[src/rtl/timer_apb_slave.sv]
// APB register slave for the timer block: data, control, status and counter
// readback registers behind an IDLE/SETUP/ACCESS handshake with programmable waits.
module timer_apb_slave #(
   parameter int unsigned WAIT_CYCLES = 1,
   parameter logic [7:0]  RESET_TDR   = 8'h00
) (
   input  logic       pclk,
   input  logic       presetn,
   input  logic       psel,
   input  logic       penable,
   input  logic       pwrite,
   input  logic [7:0] paddr,
   input  logic [7:0] pwdata,
   output logic [7:0] prdata,
   output logic       pready,
   output logic       pslverr,
   input  logic       ovf_set,
   input  logic       udf_set,
   input  logic [7:0] tcnt,
   output logic [7:0] tdr,
   output logic       tcr_load,
   output logic       tcr_down,
   output logic       tcr_en,
   output logic [1:0] tcr_cks
);

   localparam int unsigned     CNT_W     = 2;
   localparam logic [CNT_W-1:0] WAIT_LAST = CNT_W'(WAIT_CYCLES);
   localparam logic [7:0]      TCR_MASK  = 8'hB3;

   localparam logic [7:0] ADDR_TDR  = 8'h00;
   localparam logic [7:0] ADDR_TCR  = 8'h01;
   localparam logic [7:0] ADDR_TSR  = 8'h02;
   localparam logic [7:0] ADDR_TCNT = 8'h03;

   typedef enum logic [1:0] {
      ST_IDLE   = 2'd0,
      ST_SETUP  = 2'd1,
      ST_ACCESS = 2'd2
   } state_e;

   state_e           state_q, state_d;
   logic [CNT_W-1:0] wcnt_q, wcnt_d;
   logic [7:0]       tdr_q, tdr_d;
   logic [7:0]       tcr_q, tcr_d;
   logic             ovf_q, ovf_d;
   logic             udf_q, udf_d;

   logic             done_c;
   logic             addr_err_c;
   logic             wr_commit_c;
   logic [7:0]       rd_mux_c;

   // Completion cycle: last ACCESS wait slot with the slave still selected
   assign done_c      = (state_q == ST_ACCESS) && (wcnt_q == WAIT_LAST) && psel;
   assign addr_err_c  = (paddr > ADDR_TCNT) || ((paddr == ADDR_TCNT) && pwrite);
   assign wr_commit_c = done_c && pwrite && !addr_err_c;

   // Handshake FSM next-state and wait counter
   always_comb begin
      state_d = state_q;
      wcnt_d  = wcnt_q;
      case (state_q)
         ST_IDLE: begin
            wcnt_d = '0;
            if (psel && !penable) begin
               state_d = ST_SETUP;
            end
         end
         ST_SETUP: begin
            wcnt_d  = '0;
            state_d = psel ? ST_ACCESS : ST_IDLE;
         end
         ST_ACCESS: begin
            if (!psel) begin
               state_d = ST_IDLE;
               wcnt_d  = '0;
            end else if (wcnt_q != WAIT_LAST) begin
               wcnt_d = wcnt_q + CNT_W'(1);
            end else begin
               wcnt_d  = '0;
               state_d = penable ? ST_IDLE : ST_SETUP;
            end
         end
         default: begin
            state_d = ST_IDLE;
            wcnt_d  = '0;
         end
      endcase
   end

   // Register file updates; a flag set pulse overrides a clearing write
   always_comb begin
      tdr_d = tdr_q;
      tcr_d = tcr_q;
      ovf_d = ovf_q;
      udf_d = udf_q;
      if (wr_commit_c) begin
         case (paddr)
            ADDR_TDR: tdr_d = pwdata;
            ADDR_TCR: tcr_d = pwdata & TCR_MASK;
            ADDR_TSR: begin
               ovf_d = ovf_q & pwdata[0];
               udf_d = udf_q & pwdata[1];
            end
            default: ;
         endcase
      end
      if (ovf_set) begin
         ovf_d = 1'b1;
      end
      if (udf_set) begin
         udf_d = 1'b1;
      end
   end

   always_ff @(posedge pclk or negedge presetn) begin
      if (!presetn) begin
         state_q <= ST_IDLE;
         wcnt_q  <= '0;
         tdr_q   <= RESET_TDR;
         tcr_q   <= 8'h00;
         ovf_q   <= 1'b0;
         udf_q   <= 1'b0;
      end else begin
         state_q <= state_d;
         wcnt_q  <= wcnt_d;
         tdr_q   <= tdr_d;
         tcr_q   <= tcr_d;
         ovf_q   <= ovf_d;
         udf_q   <= udf_d;
      end
   end

   // Read data selection
   always_comb begin
      rd_mux_c = 8'h00;
      case (paddr)
         ADDR_TDR:  rd_mux_c = tdr_q;
         ADDR_TCR:  rd_mux_c = tcr_q;
         ADDR_TSR:  rd_mux_c = {6'b0, udf_q, ovf_q};
         ADDR_TCNT: rd_mux_c = tcnt;
         default:   rd_mux_c = 8'h00;
      endcase
   end

   // Response outputs are quiet outside the completion cycle
   assign pready  = done_c;
   assign pslverr = done_c && addr_err_c;
   assign prdata  = (done_c && !pwrite && !addr_err_c) ? rd_mux_c : 8'h00;

   assign tdr      = tdr_q;
   assign tcr_load = tcr_q[7];
   assign tcr_down = tcr_q[5];
   assign tcr_en   = tcr_q[4];
   assign tcr_cks  = tcr_q[1:0];

endmodule

[config.mk]
export PLATFORM = sky130hd
export DESIGN_NAME = timer_apb_slave
export DESIGN_NICKNAME = d
export VERILOG_FILES = /design/src/rtl/timer_apb_slave.sv
export SDC_FILE = /design/constraint.sdc
export NUM_CORES = 1
export LEC_CHECK = 0
export ABC_AREA = 1
export ABC_CLOCK_PERIOD_IN_PS = 2200
export CAP_MARGIN = 20
export CORE_MARGIN = 5
export CORE_UTILIZATION = 45
export CTS_CLUSTER_DIAMETER = 80
export DETAILED_ROUTE_END_ITERATION = 10
export DONT_BUFFER_PORTS = 1
export PLACE_DENSITY = 0.67
export SLEW_MARGIN = 10
export SYNTH_ARGS = -nofsm -noshare
export SYNTH_HDL_FRONTEND = slang
export SYNTH_SLANG_ARGS = --single-unit
[constraint.sdc]
create_clock -name pclk -period 2.2 [get_ports pclk]
set_clock_uncertainty 0.1 [all_clocks]
set_input_delay 0.55 -clock pclk [delete_from_list [all_inputs] [get_ports pclk]]
set_output_delay 0.55 -clock pclk [all_outputs]
set_load 0.05 [all_outputs]
* Yosys cells after proc, flatten, opt, wreduce, memory -nomap -nowiden *
Index checks and enable logic that the tools add are counted.

operators by class
  $add $sub $neg = 1
  magnitude comparators = 1
  eq/ne operators = 9
  multiplexer cells = 17
  bitwise operators = 2
  reduce and logical (&&, ||, !) cells = 24

operators by type and width
  operator                                                       number
  case mux 8 bit (4 select lines)                                1
  equality test 8 x 2 -> 1 bit, second input constant            2
  2-to-1 mux 2 bit                                               7
  AND reduction 2 bit                                            5
  logical AND 1 bit                                              9
  equality test 8 x 1 -> 1 bit, second input constant            1
  greater-than comparator 8 x 2 -> 1 bit, second input constant  1
  zero test 8 bit                                                1
  2-to-1 mux 8 bit                                               1
  nonzero test 2 bit                                             4
  2-to-1 mux 1 bit                                               7
  case mux 2 bit (3 select lines)                                1
  equality test 2 x 1 -> 1 bit, second input constant            2
  zero test 1 bit                                                3
  != test 3 bit, second input constant                           1
  adder 2 x 1 -> 2 bit, second input constant                    1
  bitwise AND 1 bit                                              2
  equality test 2 bit, second input constant                     1
  zero test 2 bit                                                1
  != test 2 x 1 -> 1 bit, second input constant                  1
  != test 2 bit, second input constant                           1
  logical OR 1 bit                                               1

storage, ports and cells
  register bits after elaboration = 19
  input port bits = 31
  output and inout port bits = 23
  word-level logic and storage cells = 60

* Depth between registers and ports, before layout *
Gate-level depths: netlist of the first run.

  depth in word-level cells = 7
  gate-level depth with buffers = 9

* Worst setup path before layout of the first run *
Ideal clock, no wire load.

  path kind = input port to output port
  from = input psel
  to = output prdata[2]
  arrival time = 1.903 ns
  required time = 1.550 ns
  path slack = -0.353 ns
  stages = 6
  buffers on the path = 0
  cells stage by stage = nand2_1 > nor2_1 > nand2_2 > nor2_8 > nand2_1 > a21oi_1

between the ends
  longest elaborated chain between the ends = 4

RTL lines
  element                         line  source
  start, declared                 9     input logic psel,
  logical AND 1 bit               55    assign done_c = (state_q == ST_ACCESS) && (wcnt_q == WAIT_LAST) && psel;
  logical AND 1 bit (2 in a row)  150   assign prdata = (done_c && !pwrite && !addr_err_c) ? rd_mux_c : 8'h00;
  2-to-1 mux 8 bit                150
  end, declared                   14    output logic [7:0] prdata,

Every way passes these cells.

* Final worst setup path of the first run *
  from = register state_q[0]
  to = output prdata[5]

between the ends
  longest elaborated chain between the ends = 6

RTL lines
  element                         line  source
  start, declared                 42    state_e state_q, state_d;
  start signal, assigned          126   state_q <= state_d;
  equality test 2 bit             55
  logical AND 1 bit (2 in a row)  55
  logical AND 1 bit (2 in a row)  150
  2-to-1 mux 8 bit                150

Every way passes these cells.

==> run summary, run 1 <==
status: completed
clock sinks: 19
Slew HR: 44.2%
Power Density: 368 nW/um2
die width: 60.5 um
pre-CTS setup slack: -25.9 ps
I/O Pins: 54
final global-route overflow total: 0
CP Class: flop to primary output
Multi-input gate area: 641 um2
vias in the first global route: 983
Max Cap Viol: 0
sequential cell area: 475 um2
hold crit path type: input port to flop
Synth area leaders: dfrtp_1, nand2_1, inv_1, o21ai_2, nor2_1
CTS Buf Count: 3
routed vias/inst: 4.94
GRT Util Overall: 15.6%
drc violations: 0
Ys Warns: 0
clk buf depth: 2
initial core utilization: 46.7%
pin count of the biggest net entering global routing: 20
#FFs+latches synth: 19
initial antenna violation count: 0
Fmax: 459 MHz
first-pass GRT wire length: 4330 um
Placer Congestion: 0.869
DR iter-0 viols: 16
Final setup viols: 0
peak supply drop: 0.352 mV
core area: 2450 um2
setup ws final: 19.5 ps
synth-to-layout area growth: 37.3%
Mean Syn Cell Area: 7.75 um2
Slew Limit Fails: 0
Post-Syn Nets: 179
Root Buffer: clkbuf_4
post-synth cell types: 20
final core occ: 64.2%
Fillers: 215
crit path DAT: 1530 ps
WHS: 210 ps
clock slew at reported path FFs: 100 ps
vias: 1043
unrepaired setup endpoints after global routing: yes
Cells after Synth: 148
die height: 60.5 um
Worst-Skew Late Latency: 290 ps
CP endpoint kind: primary output
Tcrit/Tclk final: 99.1%
sequential fraction of the synthesis area: 41.4%
row count: 18
Slew @ Worst Pin: 834 ps
final hold viol count: 0
Diodes inserted: 0
layout cells sized above 1: 42.0%
crit path time final: 2180 ps
DR WL/cell: 13.5 um
Synth Cell Area: 1150 um2
worst endpoint required time: 1550 ps
post-layout total power: 0.580 mW
First-pass DRT Iterations: 4
startpoint class of the critical path: flop
Detail Route Antenna Nets: 0
final std cells w/o fill: 211
die area: 3660 um2
Detailed Route WL: 2860 um
post-DP HPWL: 2360 um
Port Buffer Count: 0
Leak: 0.806 nW
dpl cells: 203
Layout Nets: 213
Yosys top cell area share: 41.4%
crit-path max FO: 6
CTS tree: built
Synth area leader: dfrtp_1
htree depth: 1
## cells in the final DEF, fill, tap and decap left out, types with 4 or more instances in the layout
cell      n
buf_4    24
nand2_2   7
o21ai_2   8
nor2_2    5
dfrtp_1  19
nor2_4    4
nand4_1   4
nor2_1    8
buf_12    5
nand2_1  40
o21ai_1   5
nand3_1   7
inv_1    17
## worst max-delay path, stage by stage, from the launching register on
cell	delay (ps)
dfrtp_1	430
nor2_4	150
nand2_4	80
nor2_8	140
nand2_8	90
inv_4	80
nand2_2	60
clkinvlp_4	200
## timing repair
item / 4_1_cts / 5_1_grt
endpoints found under the hold margin: 19 / 0
setup endpoints to repair: 8 / 8
gates resized for setup: 6 / 11
buffers inserted: 1 / 2
hold buffers: 1 / 0
pin swaps: 3 / 3
## report_power, final
| group | internal (mW) | switching (mW) |
|---|---|---|
| sequential | 0.352 | 0.00311 |
| clock | 0.0676 | 0.102 |
| combinational | 0.0175 | 0.0369 |
| total | 0.437 | 0.142 |
## cell type report
cell class | instances | area share (%)
clock buffer | 3 | 1.43
clock inverter | 1 | 0.318
tap | 30 | 2.38
multi-input combinational | 104 | 40.7
inverter | 24 | 6.59
timing repair buffer | 30 | 18.4
sequential | 19 | 30.2
## registers in the layout, indices dropped and copies added, names as in the netlist
name / cells
tdr: 8
tcr_q: 5
state_q: 2
wcnt_q: 2
ovf_q: 1
udf_q: 1
## cell families after synthesis
group | share of synthesized area (%)
buffers and inverters | 8.83
AO/OA/AOI/OAI | 10.8
AND/OR/NAND/NOR | 38.9
flip-flops | 41.4
## synthesized netlist by cell type, drive strengths merged
master    n
o21ai    13
nand3    11
and2      1
nor4      1
nor2     19
nor3      1
a21oi     4
dfrtp    19
o2bb2ai   1
buf       1
nand2    49
nand4     4
inv      24
## per-stage QoR
stage | setup TNS (ps) | instance area (um2)
floorplan | -314 | 1180
global placement | 0 | 1460
detailed placement | -106 | 1460
CTS | 0 | 1520
global route | -439 | 1580
finish | 0 | 1580
## metal layers
metal  vias up  wire (um)  GRT usage (%)  part of all wire [%]
met4         0         32           3.72                   1.1
met2        39       1460           27.6                    51
met1       461       1140           20.1                    40
li1        538          -              -                     -
met5         -          0              0                     0
met3         5        232           2.13                   8.1
## final timing paths
path                                              from                endpoint  slack, ps  depth (start not counted)
worst min register to register     wcnt_q[0]$_DFF_PN0_     wcnt_q[0]$_DFF_PN0_        350                          1
worst max-delay path            state_q[0]$_DFFE_PN0P_               prdata[5]         20                          7
min in group asynchronous                      presetn      tdr[1]$_DFFE_PN0P_        690                          1
worst max register to register  state_q[0]$_DFFE_PN0P_      tdr[2]$_DFFE_PN0P_        540                          8
worst min-delay path                           penable  state_q[0]$_DFFE_PN0P_        210                          1
max in group asynchronous                      presetn      tdr[4]$_DFFE_PN0P_        790                          1
(Power assumes the default switching activity.)
==> inputs of run 2 (changes only) <==
Settings changed: ABC_CLOCK_PERIOD_IN_PS 2200 to 2400.
Clock period 2.2 ns to 2.4 ns, I/O delays scaled along.
==> run 2 against run 1 <==
Non-clock buffer count shrank 6; critical path depth unchanged; combinational power shrank 4.8%; clock power decreased by 4%; global-route usage is 1.2 points higher; largest power group unchanged.
==> run summary, run 2 (synthesis gave the netlist of run 1 again) <==
status: completed
CP Class: input port to primary output
crit path time final: 2340 ps
CP endpoint kind: primary output
crit path DAT: 1640 ps
row count: 18
worst endpoint required time: 1700 ps
final global-route overflow total: 0
Final Cell Area: 1480 um2
I/O Pins: 54
CTS tree: built
pin count of the biggest net entering global routing: 20
post-layout total power: 0.542 mW
Slew Limit Fails: 0
final core occ: 60.1%
vias: 1054
peak supply drop: 0.334 mV
die area: 3660 um2
Worst R2R Setup Slack: 800 ps
vias in the first global route: 1033
initial antenna violation count: 0
htree depth: 1
Final setup viols: 0
DR iter-0 viols: 25
Worst Hold Path EP: state_q[0]$_DFFE_PN0P_
setup TNS: 0 ps
first-pass GRT wire length: 4540 um
setup ws final: 59.2 ps
post-DP HPWL: 2350 um
crit-path max FO: 5
Root Buffer: clkbuf_4
GRT Util Overall: 16.8%
DR WL/cell: 14.9 um
Hold Path Cell Cnt: 1
most common cell after layout, fill and taps aside: nand2_1
clock sinks: 19
First-pass DRT Iterations: 4
Slew @ Worst Pin: 876 ps
Leak: 0.812 nW
Placed Area: 1360 um2
Detail Route Antenna Nets: 0
die width: 60.5 um
Detailed Route WL: 3080 um
Tcrit/Tclk final: 97.5%
clock slew at reported path FFs: 110 ps
layout cells sized above 1: 32.4%
most frequent cells in the layout: nand2_1, inv_1, buf_4
largest stage delay on the critical path: 220 ps
startpoint class of the critical path: input port
die height: 60.5 um
initial core utilization: 46.7%
synth-to-layout area growth: 28.6%
Critical Path Most Common Cell: buf_4
worst r2r path cells: 9
Max Cap Viol: 0
Power Density: 367 nW/um2
FF-to-FF Start: wcnt_q[1]$_DFF_PN0_
core area: 2450 um2
CTS Buf Count: 3
Critical R2R Capture: tdr[0]$_DFFE_PN0P_
crit path launch: paddr[7]
slowest library cell on the worst path: buf_4
ordered list of cells on the worst path: nor2_2 > nand2_4 > nor2_4 > buf_4 > nand2_1 > a21oi_1 > buf_4
final hold viol count: 0
Layout Nets: 208
Fmax: 427 MHz
drc violations: 0
Port Buffer Count: 0
clk buf depth: 2
unrepaired setup endpoints after global routing: no
Diodes inserted: 0
pre-CTS setup slack: 37.1 ps
Placer Congestion: 0.806
Hold Path Origin: penable
Worst-Skew Late Latency: 290 ps
max reg flops: 8
hold crit path type: input port to flop
routed vias/inst: 5.12
Slew HR: 41.4%
run 2: changes by cell type in the layout (fill, tap and decap cells not counted), sizes merged:
cell | before | now
clkinv | 1 | 0
clkinvlp | 3 | 0
clkbuf | 3 | 4
inv | 21 | 24
buf | 29 | 23
nor2 | 19 | 20
run 2: layer usage:
| layer | track usage [%] | routed length, um |
|---|---|---|
| met1 | 20.6 | 1230 |
| met2 | 28.2 | 1500 |
| met3 | 5.11 | 340 |
| met4 | 5.57 | 8 |
| met5 | 0 | 0 |
run 2: power by group:
part	internal (mW)	switching, mW	leakage [nW]	total [mW]
registers	0.323	0.00267	0.252	0.326
clock network	0.0647	0.0996	0.0150	0.164
logic	0.0153	0.0364	0.545	0.0518
run 2: layout make-up:
cell class | instances | area, um2
fill | 232 | 980
multi-input combinational | 105 | 624
sequential | 19 | 477
timing repair buffer | 24 | 220
inverter | 24 | 90.1
tap | 30 | 37.5
clock buffer | 4 | 26.3
run 2: worst max-delay path, delay by kind of cell:
kind | cells | cell delay [ps]
buffers and inverters | 2 | 370
AO/OA/AOI/OAI | 1 | 150
AND/OR/NAND/NOR | 4 | 520
run 2: per-stage QoR:
| stage | instances | hold slack, ps |
|---|---|---|
| after floorplan | 148 | 204 |
| after global placement | 197 | 205 |
| after detailed placement | 197 | 205 |
| after CTS | 202 | 251 |
| after global routing | 206 | 237 |
| final | 206 | 251 |
run 2: repair_timing:
item,CTS,global route
pin swaps,0,2
gates cloned,0,1
setup endpoints to repair,5,7
hold buffers,1,0
endpoints found under the hold margin,19,0
setup buffers,0,3
resized for setup,1,12
run 2: how the worst max path moves through the flow:
stage,endpoint,slack [ps],depth (start not counted)
2_1_floorplan,prdata[2],-250,6
6_report,prdata[6],60,7
3_5_place_dp,prdata[5],40,8
3_3_place_gp,prdata[5],60,8
4_1_cts,prdata[5],10,10
5_1_grt,prdata[7],4,9
